==> src/rtl/spi_slave_pkg.sv <==
// Shared types and command encodings for the SPI slave RAM front-end.
package spi_slave_pkg;

    typedef enum logic [2:0] {
        IDLE    = 3'd0,
        CMD     = 3'd1,
        PAYLOAD = 3'd2,
        REQ     = 3'd3,
        WAIT_TX = 3'd4,
        SHIFT   = 3'd5,
        DONE    = 3'd6
    } state_t;

    localparam logic [1:0] CMD_WR_ADDR = 2'b00;
    localparam logic [1:0] CMD_WR_DATA = 2'b01;
    localparam logic [1:0] CMD_RD_ADDR = 2'b10;
    localparam logic [1:0] CMD_RD_DATA = 2'b11;

endpackage

==> src/rtl/spi_tx_shifter.sv <==
// MSB-first parallel-load shift register driving MISO; output enable follows load/abort.
module spi_tx_shifter #(
    parameter int W = 8
) (
    input  logic         clk,
    input  logic         rst_n,
    input  logic         load,
    input  logic         shift,
    input  logic         abort,
    input  logic [W-1:0] din,
    output logic         miso,
    output logic         miso_oe
);

    logic [W-1:0] sr;

    always_ff @(posedge clk or negedge rst_n) begin
        if (!rst_n) begin
            sr      <= '0;
            miso_oe <= 1'b0;
        end else if (abort) begin
            miso_oe <= 1'b0;
        end else if (load) begin
            sr      <= din;
            miso_oe <= 1'b1;
        end else if (shift) begin
            sr <= sr << 1;
        end
    end

    // Gating with the enable keeps MISO at 0 whenever no read data is on the line.
    assign miso = miso_oe & sr[W-1];

endmodule

==> src/rtl/spi_slave_ram_if.sv <==
// SPI slave front-end: deserialises {cmd, payload} frames into RAM requests and serialises read data.
module spi_slave_ram_if
    import spi_slave_pkg::*;
#(
    parameter int W          = 8,
    parameter int TX_TIMEOUT = 16
) (
    input  logic         clk,
    input  logic         rst_n,
    input  logic         SS_n,
    input  logic         MOSI,
    output logic         MISO,
    output logic         miso_oe,
    output logic [W+1:0] rx_data,
    output logic         rx_valid,
    input  logic [W-1:0] tx_data,
    input  logic         tx_valid,
    output logic         frame_err,
    output logic         proto_err,
    output logic [2:0]   state_dbg
);

    localparam int CW = $clog2(W + 1);
    localparam int TW = $clog2(TX_TIMEOUT + 1);

    state_t          state, next_state;
    logic [1:0]      cmd;
    logic [W-1:0]    rx_sr;
    logic [CW-1:0]   bit_cnt;
    logic [TW-1:0]   tmo_cnt;
    logic            rd_addr_seen;

    logic cmd_shift, pay_shift, cnt_clr, cnt_inc;
    logic rx_valid_d, frame_err_d, proto_err_d, set_rd_seen;
    logic tmo_clr, tmo_inc, tx_load, tx_shift, tx_abort;

    assign state_dbg = state;

    always_ff @(posedge clk or negedge rst_n) begin
        if (!rst_n) state <= IDLE;
        else        state <= next_state;
    end

    always_comb begin
        next_state  = state;
        cmd_shift   = 1'b0;
        pay_shift   = 1'b0;
        cnt_clr     = 1'b0;
        cnt_inc     = 1'b0;
        rx_valid_d  = 1'b0;
        frame_err_d = 1'b0;
        proto_err_d = 1'b0;
        set_rd_seen = 1'b0;
        tmo_clr     = 1'b0;
        tmo_inc     = 1'b0;
        tx_load     = 1'b0;
        tx_shift    = 1'b0;
        tx_abort    = 1'b0;
        case (state)
            IDLE: begin
                if (!SS_n) begin
                    next_state = CMD;
                    cnt_clr    = 1'b1;
                end
            end
            CMD: begin
                if (SS_n) begin
                    next_state  = IDLE;
                    frame_err_d = 1'b1;
                end else begin
                    cmd_shift = 1'b1;
                    if (bit_cnt == CW'(1)) begin
                        next_state = PAYLOAD;
                        cnt_clr    = 1'b1;
                    end else begin
                        cnt_inc = 1'b1;
                    end
                end
            end
            PAYLOAD: begin
                if (SS_n) begin
                    next_state  = IDLE;
                    frame_err_d = 1'b1;
                end else begin
                    pay_shift = 1'b1;
                    if (bit_cnt == CW'(W - 1)) begin
                        // A read-data request is meaningless until some read address was issued.
                        if (cmd == CMD_RD_DATA && !rd_addr_seen) begin
                            next_state  = DONE;
                            proto_err_d = 1'b1;
                        end else begin
                            next_state = REQ;
                        end
                    end else begin
                        cnt_inc = 1'b1;
                    end
                end
            end
            REQ: begin
                rx_valid_d  = 1'b1;
                set_rd_seen = (cmd == CMD_RD_ADDR);
                if (cmd == CMD_RD_DATA) begin
                    next_state = WAIT_TX;
                    tmo_clr    = 1'b1;
                end else begin
                    next_state = DONE;
                end
            end
            WAIT_TX: begin
                if (SS_n) begin
                    next_state = IDLE;
                end else if (tx_valid) begin
                    next_state = SHIFT;
                    tx_load    = 1'b1;
                    cnt_clr    = 1'b1;
                end else if (tmo_cnt == TW'(TX_TIMEOUT - 1)) begin
                    next_state  = DONE;
                    proto_err_d = 1'b1;
                end else begin
                    tmo_inc = 1'b1;
                end
            end
            SHIFT: begin
                if (SS_n) begin
                    next_state = IDLE;
                    tx_abort   = 1'b1;
                end else if (bit_cnt == CW'(W - 1)) begin
                    next_state = DONE;
                    tx_abort   = 1'b1;
                end else begin
                    tx_shift = 1'b1;
                    cnt_inc  = 1'b1;
                end
            end
            DONE: begin
                if (SS_n) next_state = IDLE;
            end
            default: next_state = IDLE;
        endcase
    end

    always_ff @(posedge clk or negedge rst_n) begin
        if (!rst_n) begin
            cmd          <= '0;
            rx_sr        <= '0;
            bit_cnt      <= '0;
            tmo_cnt      <= '0;
            rx_data      <= '0;
            rx_valid     <= 1'b0;
            frame_err    <= 1'b0;
            proto_err    <= 1'b0;
            rd_addr_seen <= 1'b0;
        end else begin
            rx_valid  <= rx_valid_d;
            frame_err <= frame_err_d;
            proto_err <= proto_err_d;
            if (cmd_shift)   cmd   <= {cmd[0], MOSI};
            if (pay_shift)   rx_sr <= W'({rx_sr, MOSI});
            if (rx_valid_d)  rx_data <= {cmd, rx_sr};
            if (set_rd_seen) rd_addr_seen <= 1'b1;
            if (cnt_clr)      bit_cnt <= '0;
            else if (cnt_inc) bit_cnt <= bit_cnt + CW'(1);
            if (tmo_clr)      tmo_cnt <= '0;
            else if (tmo_inc) tmo_cnt <= tmo_cnt + TW'(1);
        end
    end

    spi_tx_shifter #(.W(W)) u_tx (
        .clk     (clk),
        .rst_n   (rst_n),
        .load    (tx_load),
        .shift   (tx_shift),
        .abort   (tx_abort),
        .din     (tx_data),
        .miso    (MISO),
        .miso_oe (miso_oe)
    );

endmodule

==> config.mk <==
export PLATFORM = sky130hd
export DESIGN_NAME = spi_slave_ram_if
export DESIGN_NICKNAME = d
export VERILOG_FILES = /design/src/rtl/spi_slave_pkg.sv /design/src/rtl/spi_tx_shifter.sv /design/src/rtl/spi_slave_ram_if.sv
export SDC_FILE = /design/constraint.sdc
export NUM_CORES = 1
export LEC_CHECK = 0
export CORE_ASPECT_RATIO = 0.5
export CORE_MARGIN = 2
export CORE_UTILIZATION = 54
export DETAILED_ROUTE_END_ITERATION = 10
export MAX_ROUTING_LAYER = met4
export PLACE_DENSITY_LB_ADDON = 0.25
export SETUP_SLACK_MARGIN = 0.15
export SLEW_MARGIN = 5
export SYNTH_ARGS = -nofsm -noshare
export SYNTH_HDL_FRONTEND = slang
export SYNTH_SLANG_ARGS = --single-unit
==> constraint.sdc <==
create_clock -name clk -period 2 [get_ports clk]
set_input_delay 0.3 -clock clk [delete_from_list [all_inputs] [get_ports clk]]
set_output_delay 0.3 -clock clk [all_outputs]
set_load 0.01 [all_outputs]
==> Yosys cells after proc, flatten, opt, wreduce, memory -nomap -nowiden <==
Index checks and enable logic that the tools add are counted.
{ "op_classes": {"add_sub_neg": 2, "mul": 0, "div": 0, "magnitude_cmp": 0, "n_eq_ne": 17, "shifts": 0, "muxes": 57, "bitwise_logic": 2, "reduce_logical": 11} }
{ "op_table": {"columns": ["cell", "count"], "rows": [
  ["$mux 3", 12],
  ["$mux 1", 34],
  ["$pmux 3 s7", 1],
  ["$mux 8", 2],
  ["$mux 5", 2],
  ["$eq 3x3->1 const B", 3],
  ["$ne 3x3->1 const B", 3],
  ["$mux 4", 2],
  ["$reduce_bool 2->1", 4],
  ["$eq 3x2->1 const B", 2],
  ["$reduce_and 6->1", 1],
  ["$add 5x1->5 const B", 1],
  ["$eq 5x4->1 const B", 1],
  ["$add 4x1->4 const B", 1],
  ["$eq 2x2->1 const B", 2],
  ["$eq 4x1->1 const B", 1],
  ["$eq 4x3->1 const B", 1],
  ["$ne 2x2->1 const B", 2],
  ["$ne 4x4->1 const B", 1],
  ["$pmux 1 s2", 2],
  ["$reduce_or 2->1", 2],
  ["$eq 3x1->1 const B", 1],
  ["$logic_not 3->1", 1],
  ["$pmux 1 s3", 1],
  ["6 further kinds", 6]
]} }
{ "totals": {"regBits": 45, "latchBits": 0, "ram_bits": 0, "rom_bits": 0, "in_bits": 13, "out_inout_bits": 18, "word_cells": 101, "n_memories": 0} }

==> Logic depth before layout (Yosys ltp) <==
{ "logic_depth": {"word_depth": 7, "depth_mapped": 7, "mapped_depth_nobuf": 7} }

==> By module <==
Synthesis repeated with hierarchy kept, for this count alone.
{ "unflattened": {"cells_unflattened": 219, "area_unflattened_um2": 2220.9} }
{ "modules_own_cells": {"columns": ["mod", "n_inst", "cells_each", "area_each_um2", "seq_area_each_um2"], "rows": [
  ["spi_slave_ram_if", 1, 173, 1786.7, 900.9],
  ["spi_tx_shifter", 1, 46, 434.2, 225.2]
]} }

==> Worst setup path before layout <==
No wires, ideal clock.
{ "synth_path": {"path_type": "reg2reg", "startpoint": "register bit_cnt[1]", "endpoint": "register state[1] (netlist: state_dbg[1])", "setup_ns": 0.125, "arrival_ns": 1.624, "required_ns": 1.875, "slack_ns": 0.251, "stages_incl_launch_ff": 7, "path_buffers": 0, "synth_period_minus_slack_ns": 1.749, "path_cell_list": "dfrtp_1 -> inv_1 -> ha_1 -> or3b_4 -> a22oi_2 -> o211ai_2 -> mux2_4"} }
{ "synth_between": {"elab_chain_cells": 3, "elab_cells_between_ends": 6, "cone_classes": "eq/ne: 5; reduce/logical: 1"} }
{ "synth_rtl": {"columns": ["element", "line", "rtl"], "rows": [
  ["from (decl)", "spi_slave_ram_if.sv:29", "logic [CW-1:0] bit_cnt;"],
  ["from (signal assigned)", "spi_slave_ram_if.sv:162", "else if (cnt_inc) bit_cnt <= bit_cnt + CW'(1);"],
  ["$eq 4x3->1 or $eq 4x1->1 (tied branches)", "spi_slave_ram_if.sv:86, spi_slave_ram_if.sv:127, spi_slave_ram_if.sv:72", null],
  ["$ne 3x3->1 (no source line)", null, null],
  ["$reduce_and 6->1 (no source line) *", null, null],
  ["to (signal assigned)", "spi_slave_ram_if.sv:41", "else state <= next_state;"],
  ["to (decl)", "spi_slave_ram_if.sv:26", "state_t state, next_state;"]
]} }
Every way passes the cells marked *; elsewhere a longest branch is shown, timed or not.
A chain may end at the register's enable or synchronous reset.

==> Final worst setup path <==
{ "layout_path": {"startpoint": "register bit_cnt[0]", "endpoint": "register state[1] (netlist: state_dbg[1])"} }
The elaborated chain is that of the path after synthesis.

==> impl_metrics.yaml <==
synthesis:
  yosys_warnings: 0
  synthCells: 214
  ys_seq_area_share_pct: 50.25
  synth.top_cell.area_share_pct: 50.25
  yosysTopAreaCell: "dfrtp_1"
  synth_area_per_cell_um2: 10.47
  synth_nets: 231
  synth_area_leaders: "dfrtp_1 50%, nand2_1 7.4%, mux2_2 4.5%"
  synth_top_flop_cell: "dfrtp_1"
  synth_edf_count: 0
  yosysUniqueCellTypes: 46
  netlist_area_um2: 2241
  synthArstFlopShare_pct: 100.0
  ys_seq_elements: 45
floorplan:
  die-area_um2: 4712
  rows: 16
  die_height_um: 49.55
  core_area_um2: 3944
  ioPinCount: 31
  die_width_um: 95.10
  start_util_pct: 56.82
place:
  place_area_um2: 2620
  dp_hpwl_mm: 3.131
  gp_routability_congestion: 0.8139
  io_buffers: 30
clocking:
  clock-root-buffer: "clkbuf_8"
  htree_levels: 2
  cts_sinks: 45
  cts.clk_slew.worst_paths_ns: 0.09
  clk_latency_ns: 0.30
  cts_tree: "yes"
  cts_made_buffers: 5
  cts_buffer_depth: 2
sta:
  skew_ns: 0.005407
  setup_viol: 0
  fin_crit_sh_pct: 94.05
  finalMaxSlewViolations: 0
  worst_slew_pin_slew_ns: 0.3779
  finalHoldViolCount: 0
  fin_tns_setup_ns: 0
  max_slew_margin_pct: 74.81
  fmax_mhz: 531.6
  layout_min_cycle_time_ns: 1.881
  grt_setup_unrepaired: "true"
final_layout:
  stdcell_area_um2: 2864
  syn_to_final_growth_pct: 27.81
  n_antenna_cell: 0
  nets: 282
  layout_commonest_cell: "nand2_1"
  layout.cells.most_common_list: "44 x nand2_1, 42 x dfrtp_1, 29 x clkdlybuf4s50_1"
  fillCellCount: 286
  drive_above_1_share_pct: 25.94
worst_setup_path:
  regToRegStartpoint: "bit_cnt[0]$_DFFE_PN0P_"
  cp.required_ns: 2.19
  path_max_fanout: 7
  r2r-end: "state_dbg[1]$_DFFE_PN0P_"
  worstSetupPathType: "reg -> reg"
  reg2regPathDepth: 5
  critPathArrivalTime_ns: 2.07
  worst_setup_path_start_kind: "register"
  cp-end-kind: "register"
  reg2reg_slack_ns: 0.12
global_route:
  grt_pass1_vias: 1645
  grt_antenna_before_repair: 0
  track_usage_pct: 21.54
  overflow: 0
  grt_max_degree: 19
  grt_pass1_wl_mm: 7.583
detailed_routing:
  vias: 1738
  drtIter0Drc: 88
  drt_wl_total_mm: 4.698
  via_per_inst: 5.431
  ant_nets: 0
  dr.pass1.iters: 4
  route.detailed.drc: 0
  post_drt_wl_per_cell_um: 14.68
job:
  drv_cap: 0
power_and_ir_drop:
  p_per_area_nw_per_um2: 1310
  leakagePower_nw: 1.365
  ir_worst_vdd_mv: 0.8247
worst_hold_path:
  hold_path_class: "in -> async"
outcome:
  outcome: "finished clean"
==> cell families (layout without fill, tap and decap cells) <==
group | Yosys count | count (layout) | synth area share [%]
AND/OR/NAND/NOR | 84 | 84 | 19.43
buffers and inverters | 17 | 69 | 4.969
multiplexers | 19 | 19 | 9.213
XOR/XNOR | 4 | 4 | 1.564
flip-flops | 45 | 45 | 50.25
AO/OA/AOI/OAI | 41 | 41 | 12.34
adder cells (fa/ha/maj) | 4 | 4 | 2.233
==> cell usage after synthesis (3+ instances only) <==
cell	number
inv_1	6
and3_1	3
buf_2	4
nand2_1	44
mux2i_1	9
xor2_1	3
dfrtp_1	45
o21ai_0	16
ha_1	4
nor2_1	9
nand3_1	8
mux2_2	9
a21oi_1	8
nand3b_1	4
==> area by class of cell <==
class	instances	area, µm²	share of cell area [%]
tap	54	67.56	2.359
timing repair buffer	55	485.5	16.95
multi-input combinational	152	1044	36.44
sequential	45	1130	39.45
clock inverter	3	46.29	1.616
inverter	6	22.52	0.7864
clock buffer	5	68.82	2.403
==> worst max-delay path, cell delays in order, from the launching register on <==
cell      delay (ns)
dfrtp_2         0.44
ha_1            0.24
nand3b_1        0.29
nand4b_1        0.33
o211ai_2        0.16
mux2_4          0.31
==> flip-flops by register name, indices dropped and copies added, names as in the netlist, 2 cells and up <==
register,cells
rx_sr,8
cmd,2
rx_data,10
bit_cnt,4
state_dbg,3
tmo_cnt,5
u_tx.sr,8
==> power breakdown <==
| part | internal, mW | switching, mW |
|---|---|---|
| Sequential | 1.24 | 0.282 |
| Clock | 0.374 | 0.327 |
| Combinational | 0.839 | 0.694 |
| Total | 2.45 | 1.30 |
==> metrics by stage <==
step	power, mW	utilization [%]	hold WS [ns]	worst slack, ns	std cells
finish	3.752	72.62	0.4434	0.1190	320
global route	4.002	72.62	0.4733	0.08945	320
CTS	3.653	70.11	0.4537	0.1557	312
detailed placement	2.918	66.43	0.2493	0.05604	301
global placement	2.865	66.43	0.2370	0.1232	301
floorplan	2.408	-	0.004409	0.2509	214
==> how the worst max path moves through the flow <==
stage                                 from                  endpoint  slack, ns  cells past startpoint
floorplan           bit_cnt[1]$_DFFE_PN0P_  state_dbg[1]$_DFFE_PN0P_       0.25                      6
global placement                      SS_n  state_dbg[1]$_DFFE_PN0P_       0.12                      5
detailed placement                    SS_n    u_tx.sr[7]$_DFFE_PN0P_       0.06                      7
CTS                 tmo_cnt[0]$_DFFE_PN0P_  state_dbg[1]$_DFFE_PN0P_       0.16                      7
global route        bit_cnt[0]$_DFFE_PN0P_  state_dbg[1]$_DFFE_PN0P_       0.09                      5
finish              bit_cnt[0]$_DFFE_PN0P_  state_dbg[1]$_DFFE_PN0P_       0.12                      5
==> routing by layer <==
metal,vias up,GRT usage [%],wire [µm]
li1,847,-,-
met1,844,28.00,2224
met2,40,34.62,2240
met3,7,5.505,178
met4,0,4.348,55
met5,-,-,0
==> timing repair <==
action	CTS	global route
hold buffers	1	0
pin swaps	1	7
endpoints found under the setup margin	5	8
setup buffers	2	8
gates resized for setup	2	10
endpoints found under the hold margin	16	0
Note: power is estimated with default switching activity, not from simulation.
